### src/rtl/decode_stage.sv
// decode_stage: RV64I decoder feeding a 2-entry output FIFO (EMPTY/ONE/TWO occupancy FSM).
// Define RV64M_EN to also decode the RV64M multiply/divide instructions (op_id 33..45).
module decode_stage (
  input  logic        clk,
  input  logic        reset,
  input  logic        flush,
  input  logic        in_valid,
  output logic        in_ready,
  input  logic [31:0] in_insn,
  input  logic [63:0] in_pc,
  output logic        out_valid,
  input  logic        out_ready,
  output logic [5:0]  out_op,
  output logic [4:0]  out_rd,
  output logic [4:0]  out_rs1,
  output logic [4:0]  out_rs2,
  output logic [63:0] out_imm,
  output logic [63:0] out_pc,
  output logic        out_illegal,
  output logic [31:0] decoded_count
);
`ifdef RV64M_EN
  localparam logic M_EN = 1'b1;
`else
  localparam logic M_EN = 1'b0;
`endif
  typedef enum logic [1:0] {EMPTY, ONE, TWO} state_t;
  typedef enum logic [2:0] {FMT_R, FMT_I, FMT_U, FMT_J, FMT_S6, FMT_S5} fmt_t;
  typedef struct packed {
    logic [5:0]  op;
    logic [4:0]  rd;
    logic [4:0]  rs1;
    logic [4:0]  rs2;
    logic [63:0] imm;
    logic [63:0] pc;
    logic        illegal;
  } ent_t;
  state_t state_q, state_d;
  ent_t ent_q [2];
  ent_t ent_d [2];
  ent_t dec;
  fmt_t fmt;
  logic [5:0] op;
  logic [31:0] cnt_q, cnt_d;
  logic push, pop, slot;
  logic [6:0] opc, f7;
  logic [2:0] f3;
  assign opc = in_insn[6:0];
  assign f3 = in_insn[14:12];
  assign f7 = in_insn[31:25];
  // op stays 0 (ILLEGAL) for any encoding not matched below, including insn[1:0] != 2'b11
  always_comb begin
    op = 6'd0;
    fmt = FMT_R;
    case (opc)
      7'b0110111: begin op = 6'd1; fmt = FMT_U; end
      7'b0010111: begin op = 6'd2; fmt = FMT_U; end
      7'b1101111: begin op = 6'd3; fmt = FMT_J; end
      7'b1100111: begin op = (f3 == 3'd0) ? 6'd4 : 6'd0; fmt = FMT_I; end
      7'b0010011: begin
        fmt = (f3 == 3'd1 || f3 == 3'd5) ? FMT_S6 : FMT_I;
        case (f3)
          3'd0: op = 6'd5;
          3'd1: op = (f7[6:1] == 6'b000000) ? 6'd11 : 6'd0;
          3'd2: op = 6'd6;
          3'd3: op = 6'd7;
          3'd4: op = 6'd8;
          3'd5: op = (f7[6:1] == 6'b000000) ? 6'd12 : (f7[6:1] == 6'b010000) ? 6'd13 : 6'd0;
          3'd6: op = 6'd9;
          default: op = 6'd10;
        endcase
      end
      7'b0110011: begin
        case (f7)
          7'b0000000: begin
            case (f3)
              3'd0: op = 6'd14;
              3'd1: op = 6'd16;
              3'd2: op = 6'd17;
              3'd3: op = 6'd18;
              3'd4: op = 6'd19;
              3'd5: op = 6'd20;
              3'd6: op = 6'd22;
              default: op = 6'd23;
            endcase
          end
          7'b0100000: op = (f3 == 3'd0) ? 6'd15 : (f3 == 3'd5) ? 6'd21 : 6'd0;
          7'b0000001: op = M_EN ? 6'd33 + {3'd0, f3} : 6'd0;
          default: op = 6'd0;
        endcase
      end
      7'b0011011: begin
        fmt = (f3 == 3'd0) ? FMT_I : FMT_S5;
        op = (f3 == 3'd0) ? 6'd24 :
             (f3 == 3'd1 && f7 == 7'b0000000) ? 6'd25 :
             (f3 == 3'd5 && f7 == 7'b0000000) ? 6'd26 :
             (f3 == 3'd5 && f7 == 7'b0100000) ? 6'd27 : 6'd0;
      end
      7'b0111011: begin
        case (f7)
          7'b0000000: op = (f3 == 3'd0) ? 6'd28 : (f3 == 3'd1) ? 6'd30 : (f3 == 3'd5) ? 6'd31 : 6'd0;
          7'b0100000: op = (f3 == 3'd0) ? 6'd29 : (f3 == 3'd5) ? 6'd32 : 6'd0;
          7'b0000001: op = (!M_EN || f3 == 3'd1 || f3 == 3'd2 || f3 == 3'd3) ? 6'd0 :
                           (f3 == 3'd0) ? 6'd41 : 6'd38 + {3'd0, f3};
          default: op = 6'd0;
        endcase
      end
      default: op = 6'd0;
    endcase
  end
  always_comb begin
    dec.op = op;
    dec.illegal = (op == 6'd0);
    dec.pc = in_pc;
    dec.rd = dec.illegal ? 5'd0 : in_insn[11:7];
    dec.rs1 = (dec.illegal || fmt == FMT_U || fmt == FMT_J) ? 5'd0 : in_insn[19:15];
    dec.rs2 = (!dec.illegal && fmt == FMT_R) ? in_insn[24:20] : 5'd0;
    dec.imm = dec.illegal ? 64'd0 :
              (fmt == FMT_I)  ? {{52{in_insn[31]}}, in_insn[31:20]} :
              (fmt == FMT_U)  ? {{32{in_insn[31]}}, in_insn[31:12], 12'h000} :
              (fmt == FMT_J)  ? {{44{in_insn[31]}}, in_insn[19:12], in_insn[20], in_insn[30:21], 1'b0} :
              (fmt == FMT_S6) ? {58'd0, in_insn[25:20]} :
              (fmt == FMT_S5) ? {59'd0, in_insn[24:20]} : 64'd0;
  end
  assign in_ready = (state_q != TWO);
  assign out_valid = (state_q != EMPTY);
  // entry 0 is always the oldest; a pop shifts entry 1 down
  always_comb begin
    push = in_valid && in_ready;
    pop = out_valid && out_ready;
    slot = (state_q == ONE) && !pop;
    state_d = state_q;
    ent_d = ent_q;
    cnt_d = cnt_q;
    if (flush) begin
      state_d = EMPTY;
    end else begin
      state_d = (push && !pop) ? ((state_q == EMPTY) ? ONE : TWO) :
                (pop && !push) ? ((state_q == TWO) ? ONE : EMPTY) : state_q;
      cnt_d = cnt_q + {31'd0, pop};
      if (pop) ent_d[0] = ent_q[1];
      if (push) ent_d[slot] = dec;
    end
  end
  always_ff @(posedge clk) begin
    if (reset) begin
      state_q <= EMPTY;
      ent_q[0] <= '0;
      ent_q[1] <= '0;
      cnt_q <= '0;
    end else begin
      state_q <= state_d;
      ent_q <= ent_d;
      cnt_q <= cnt_d;
    end
  end
  assign out_op = ent_q[0].op;
  assign out_rd = ent_q[0].rd;
  assign out_rs1 = ent_q[0].rs1;
  assign out_rs2 = ent_q[0].rs2;
  assign out_imm = ent_q[0].imm;
  assign out_pc = ent_q[0].pc;
  assign out_illegal = ent_q[0].illegal;
  assign decoded_count = cnt_q;
endmodule

### config.mk
export PLATFORM = sky130hd
export DESIGN_NAME = decode_stage
export DESIGN_NICKNAME = d
export VERILOG_FILES = /design/src/rtl/decode_stage.sv
export SDC_FILE = /design/constraint.sdc
export NUM_CORES = 1
export LEC_CHECK = 0
export BUFFER_PORTS_ARGS = -buffer_cell sky130_fd_sc_hd__buf_4
export CAP_MARGIN = 40
export CORE_ASPECT_RATIO = 0.9
export CORE_MARGIN = 3
export CORE_UTILIZATION = 50
export CTS_BUF_LIST = sky130_fd_sc_hd__clkbuf_4 sky130_fd_sc_hd__clkbuf_8
export DETAILED_ROUTE_END_ITERATION = 8
export GPL_TIMING_DRIVEN = 0
export PLACE_DENSITY = 0.76
export SLEW_MARGIN = 20
export SYNTH_ARGS = -nofsm -noshare
export SYNTH_HDL_FRONTEND = slang
export SYNTH_SLANG_ARGS = --single-unit
### constraint.sdc
create_clock -name clk -period 3.76 [get_ports clk]
set_clock_uncertainty 0.2 [all_clocks]
set_input_delay 0.752 -clock clk [delete_from_list [all_inputs] [get_ports clk]]
set_output_delay 0.752 -clock clk [all_outputs]
set_load 0.05 [all_outputs]
==> out/qor.json <==
{
  "synth_nets": {"value": 1852},
  "netlist_instances": {"value": 1748},
  "numClockSinks": {"value": 302},
  "die_area": {"value": 29740, "unit": "µm²"},
  "antenna_found_initial": {"value": 1},
  "fin_crit_sh": {"value": 0.9032},
  "hp-class": {"value": "in -> reg"},
  "fin_nets": {"value": 2184},
  "criticalPathCategory": {"value": "reg -> reg"},
  "yosys.area.top_type_share": {"value": 0.4365},
  "layout.cells.most_common": {"value": "sky130_fd_sc_hd__buf_4"},
  "floorplan.die.width": {"value": 181.4, "unit": "µm"},
  "start_util": {"value": 0.5110},
  "first_global_vias": {"value": 12750},
  "clkSlewWorstSetupHoldPaths": {"value": 0.07, "unit": "ns"},
  "grt_first_pass_wirelength": {"value": 66340, "unit": "µm"},
  "number_of_ports_placed_on_the_die_boundary": {"value": 285},
  "synth_async_sr_flop_share": {"value": 0},
  "placed_cells": {"value": 2385},
  "numCtsBuffers": {"value": 49},
  "cts_tree": {"value": "yes"},
  "fp-row-count": {"value": 57},
  "sequential_element_share_of_the_synthesized_area": {"value": 0.4365},
  "hold_viol": {"value": 0},
  "routed-via-count": {"value": 13680},
  "synth_register_bits": {"value": 302},
  "met1_track_utilization_from_global_routing": {"value": 0.3743},
  "timing_max_transition_violations_final": {"value": 0},
  "static-leakage-power": {"value": 7.317, "unit": "nW"},
  "drt_iter0_drc": {"value": 1173},
  "synth_ff_type": {"value": "sky130_fd_sc_hd__dfxtp_1"},
  "setup_violations": {"value": 0},
  "grtUsageTotal": {"value": 0.2721},
  "slew_headroom": {"value": 0.4500},
  "busiest_layer": {"value": "met2"},
  "synthDistinctLibCells": {"value": 72},
  "synth_simple_gate_area_frac": {"value": 0.1809},
  "synth_edf_count": {"value": 0},
  "synth_area_leaders": {"value": "sky130_fd_sc_hd__dfxtp_1 (44%), sky130_fd_sc_hd__o21ai_0 (8.5%), sky130_fd_sc_hd__nand2_1 (8.3%), sky130_fd_sc_hd__buf_4 (8.1%), sky130_fd_sc_hd__a21oi_1 (7.9%)"},
  "syn_area_per_cell": {"value": 7.923, "unit": "µm²"},
  "gp_congestion": {"value": 0.9429},
  "synth.largest_area_cell": {"value": "sky130_fd_sc_hd__dfxtp_1"},
  "synth_compound_area_frac": {"value": 0.2335},
  "drv_cap": {"value": 0},
  "final_cell_count_no_fill": {"value": 2469},
  "postRouteAntennaNets": {"value": 0},
  "type_of_element_capturing_the_critical_path": {"value": "register"},
  "synth_adder_area_share": {"value": 0.002710},
  "synth_warnings": {"value": 0},
  "power": {"value": 0.007244, "unit": "W"},
  "timing.critical_path.arrival": {"value": 3.68, "unit": "ns"},
  "grt_start_max_net_pins": {"value": 14},
  "tightest_slew": {"value": 0.8176, "unit": "ns"},
  "numPortBuffers": {"value": 280},
  "post_drt_via_cell_ratio": {"value": 5.539},
  "period_needed": {"value": 3.396, "unit": "ns"},
  "power_density": {"value": 414.6, "unit": "nW/µm²"},
  "grt_setup_unrepaired": {"value": "no"},
  "antennaDiodeCount": {"value": 0},
  "synth.cell_area": {"value": 13850, "unit": "µm²"},
  "die_height": {"value": 163.9, "unit": "µm"},
  "power.ir.vdd_worst": {"value": 0.2555, "unit": "mV"},
  "layout_common_cells": {"value": "sky130_fd_sc_hd__buf_4 (431), sky130_fd_sc_hd__nand2_1 (305), sky130_fd_sc_hd__dfxtp_1 (302), sky130_fd_sc_hd__o21ai_0 (235), sky130_fd_sc_hd__a21oi_1 (218)"},
  "post_route_cells_drive_above_1_share": {"value": 0.2657},
  "worst-endpoint-required": {"value": 4.05, "unit": "ns"},
  "synth_mux_area_frac": {"value": 0.002259},
  "peak_clock_frequency_supported_by_timing": {"value": 294.5, "unit": "MHz"},
  "cts.root.buffer_cell": {"value": "sky130_fd_sc_hd__clkbuf_8"},
  "grt.met3_usage": {"value": 0.05757},
  "drc_errors": {"value": 0},
  "use_met2": {"value": 0.4253},
  "hpwlAfterDp": {"value": 31160, "unit": "µm"},
  "drt_first_pass_iters": {"value": 7},
  "grt_overflow": {"value": 0},
  "route.detailed.wl_per_inst": {"value": 17.29, "unit": "µm"},
  "fp.coreArea": {"value": 27100, "unit": "µm²"},
  "cts_max_level": {"value": 2},
  "synthToLayoutAreaGrowth": {"value": 26.18, "unit": "%"},
  "peak_fanout_along_the_critical_path": {"value": 21},
  "insertion_delay": {"value": 0.57, "unit": "ns"},
  "start_kind": {"value": "register"},
  "post_synth_xor_area_fraction": {"value": 0.01834},
  "largest_family_of_logic_cells_by_synthesized_area": {"value": "compound AO/OA/AOI/OAI gates"},
  "outcome": {"value": "completed"},
  "cts_max_path_buffers": {"value": 3},
  "final_routed_wirelength": {"value": 42700, "unit": "µm"}
}
-- synth_stat cells, drive strengths merged (2+ instances only) --
cell type  count
dfxtp        302
a31oi          2
buf          173
and4b          2
nand2        305
or3           26
o211a          2
nand4bb        2
a21oi        218
mux2i          2
xor2          15
a2111oi        2
a211oi         5
nor3          20
nor2          66
o21ai        247
nor2b          7
nand4         21
nand4b         5
nand3         32
inv           11
or4            3
o31ai          2
nand2b         4
nor3b          4
or2            6
and3b          3
and4           3
a21o          36
ha             3
a22oi         42
and2           4
o21a           7
a32oi          3
and3          12
a32o           2
nand3b         3
nor4           7
or3b           4
clkbuf       106
xnor2         14
-- worst max-delay path, cell delays in order, from the launching register on --
cell                         delay, ns
sky130_fd_sc_hd__dfxtp_1          0.40
sky130_fd_sc_hd__or2_2            0.16
sky130_fd_sc_hd__nand2_1          0.19
sky130_fd_sc_hd__clkinvlp_4       0.44
sky130_fd_sc_hd__ha_1             0.27
sky130_fd_sc_hd__ha_1             0.19
sky130_fd_sc_hd__and3_1           0.23
sky130_fd_sc_hd__nand2_1          0.21
sky130_fd_sc_hd__nor4_2           0.49
sky130_fd_sc_hd__nand2_1          0.11
sky130_fd_sc_hd__or2_2            0.29
sky130_fd_sc_hd__a21oi_1          0.15
-- routing by layer --
layer,wire length (µm),vias to the layer above
met4,1409,2
met2,18940,586
li1,-,6577
met3,3707,101
met1,18630,6409
met5,13,-
-- worst paths after layout --
check,end,from,slack [ns],depth (start not counted)
min reg2reg,register,register,0.25,2
max reg2reg,decoded_count[26],state_q[1],0.36,11
min,register,in_pc[23],0.24,3
max,decoded_count[26],state_q[1],0.36,11
-- per-stage QoR --
| stage | hold slack (ns) | TNS [ns] | utilization | setup WS, ns | cell area [µm²] |
|---|---|---|---|---|---|
| after floorplan | 0.2256 | 0 | - | 0.3197 | 13850 |
| after global placement | 0.2357 | -13.76 | 0.6049 | -0.7850 | 16390 |
| after detailed placement | 0.2405 | -10.71 | 0.6057 | -0.7781 | 16420 |
| after CTS | 0.2057 | 0 | 0.6450 | 0.03765 | 17480 |
| after global routing | 0.2161 | 0 | 0.6448 | 0.02650 | 17480 |
| final | 0.2356 | 0 | 0.6448 | 0.3640 | 17480 |
-- area by class of cell --
cell class,count,area [µm²]
tap,354,442.9
clock buffer,76,945.9
fill,2399,9625
buffer,278,1693
multi-input combinational,1155,6073
timing repair buffer,283,2118
clock inverter,10,111.4
sequential,302,6046
inverter,11,45.04
-- power breakdown --
group | internal [W] | switching, W | total (W)
clock | 0.00174 | 0.00132 | 0.00305
combinational | 0.000314 | 0.000579 | 0.000892
sequential | 0.00326 | 0.0000349 | 0.00330
-- cells by family (layout without fill, tap and decap cells) --
family,count (synthesis),after routing
AOI/OAI and AO/OA,579,579
and+or+nand+nor,541,541
DFF,302,302
buffers and inverters,291,658
xor gates and xnor gates,29,29
adders and majority gates,3,3
muxes,3,3
-- what timing repair did --
item                       CTS  global route
resized for setup            2             0
hold buffers                 0             0
setup endpoints to repair   11            10
setup buffers                0             0
pin swaps                    0             0
No activity file was read; power rests on OpenSTA's default activity.
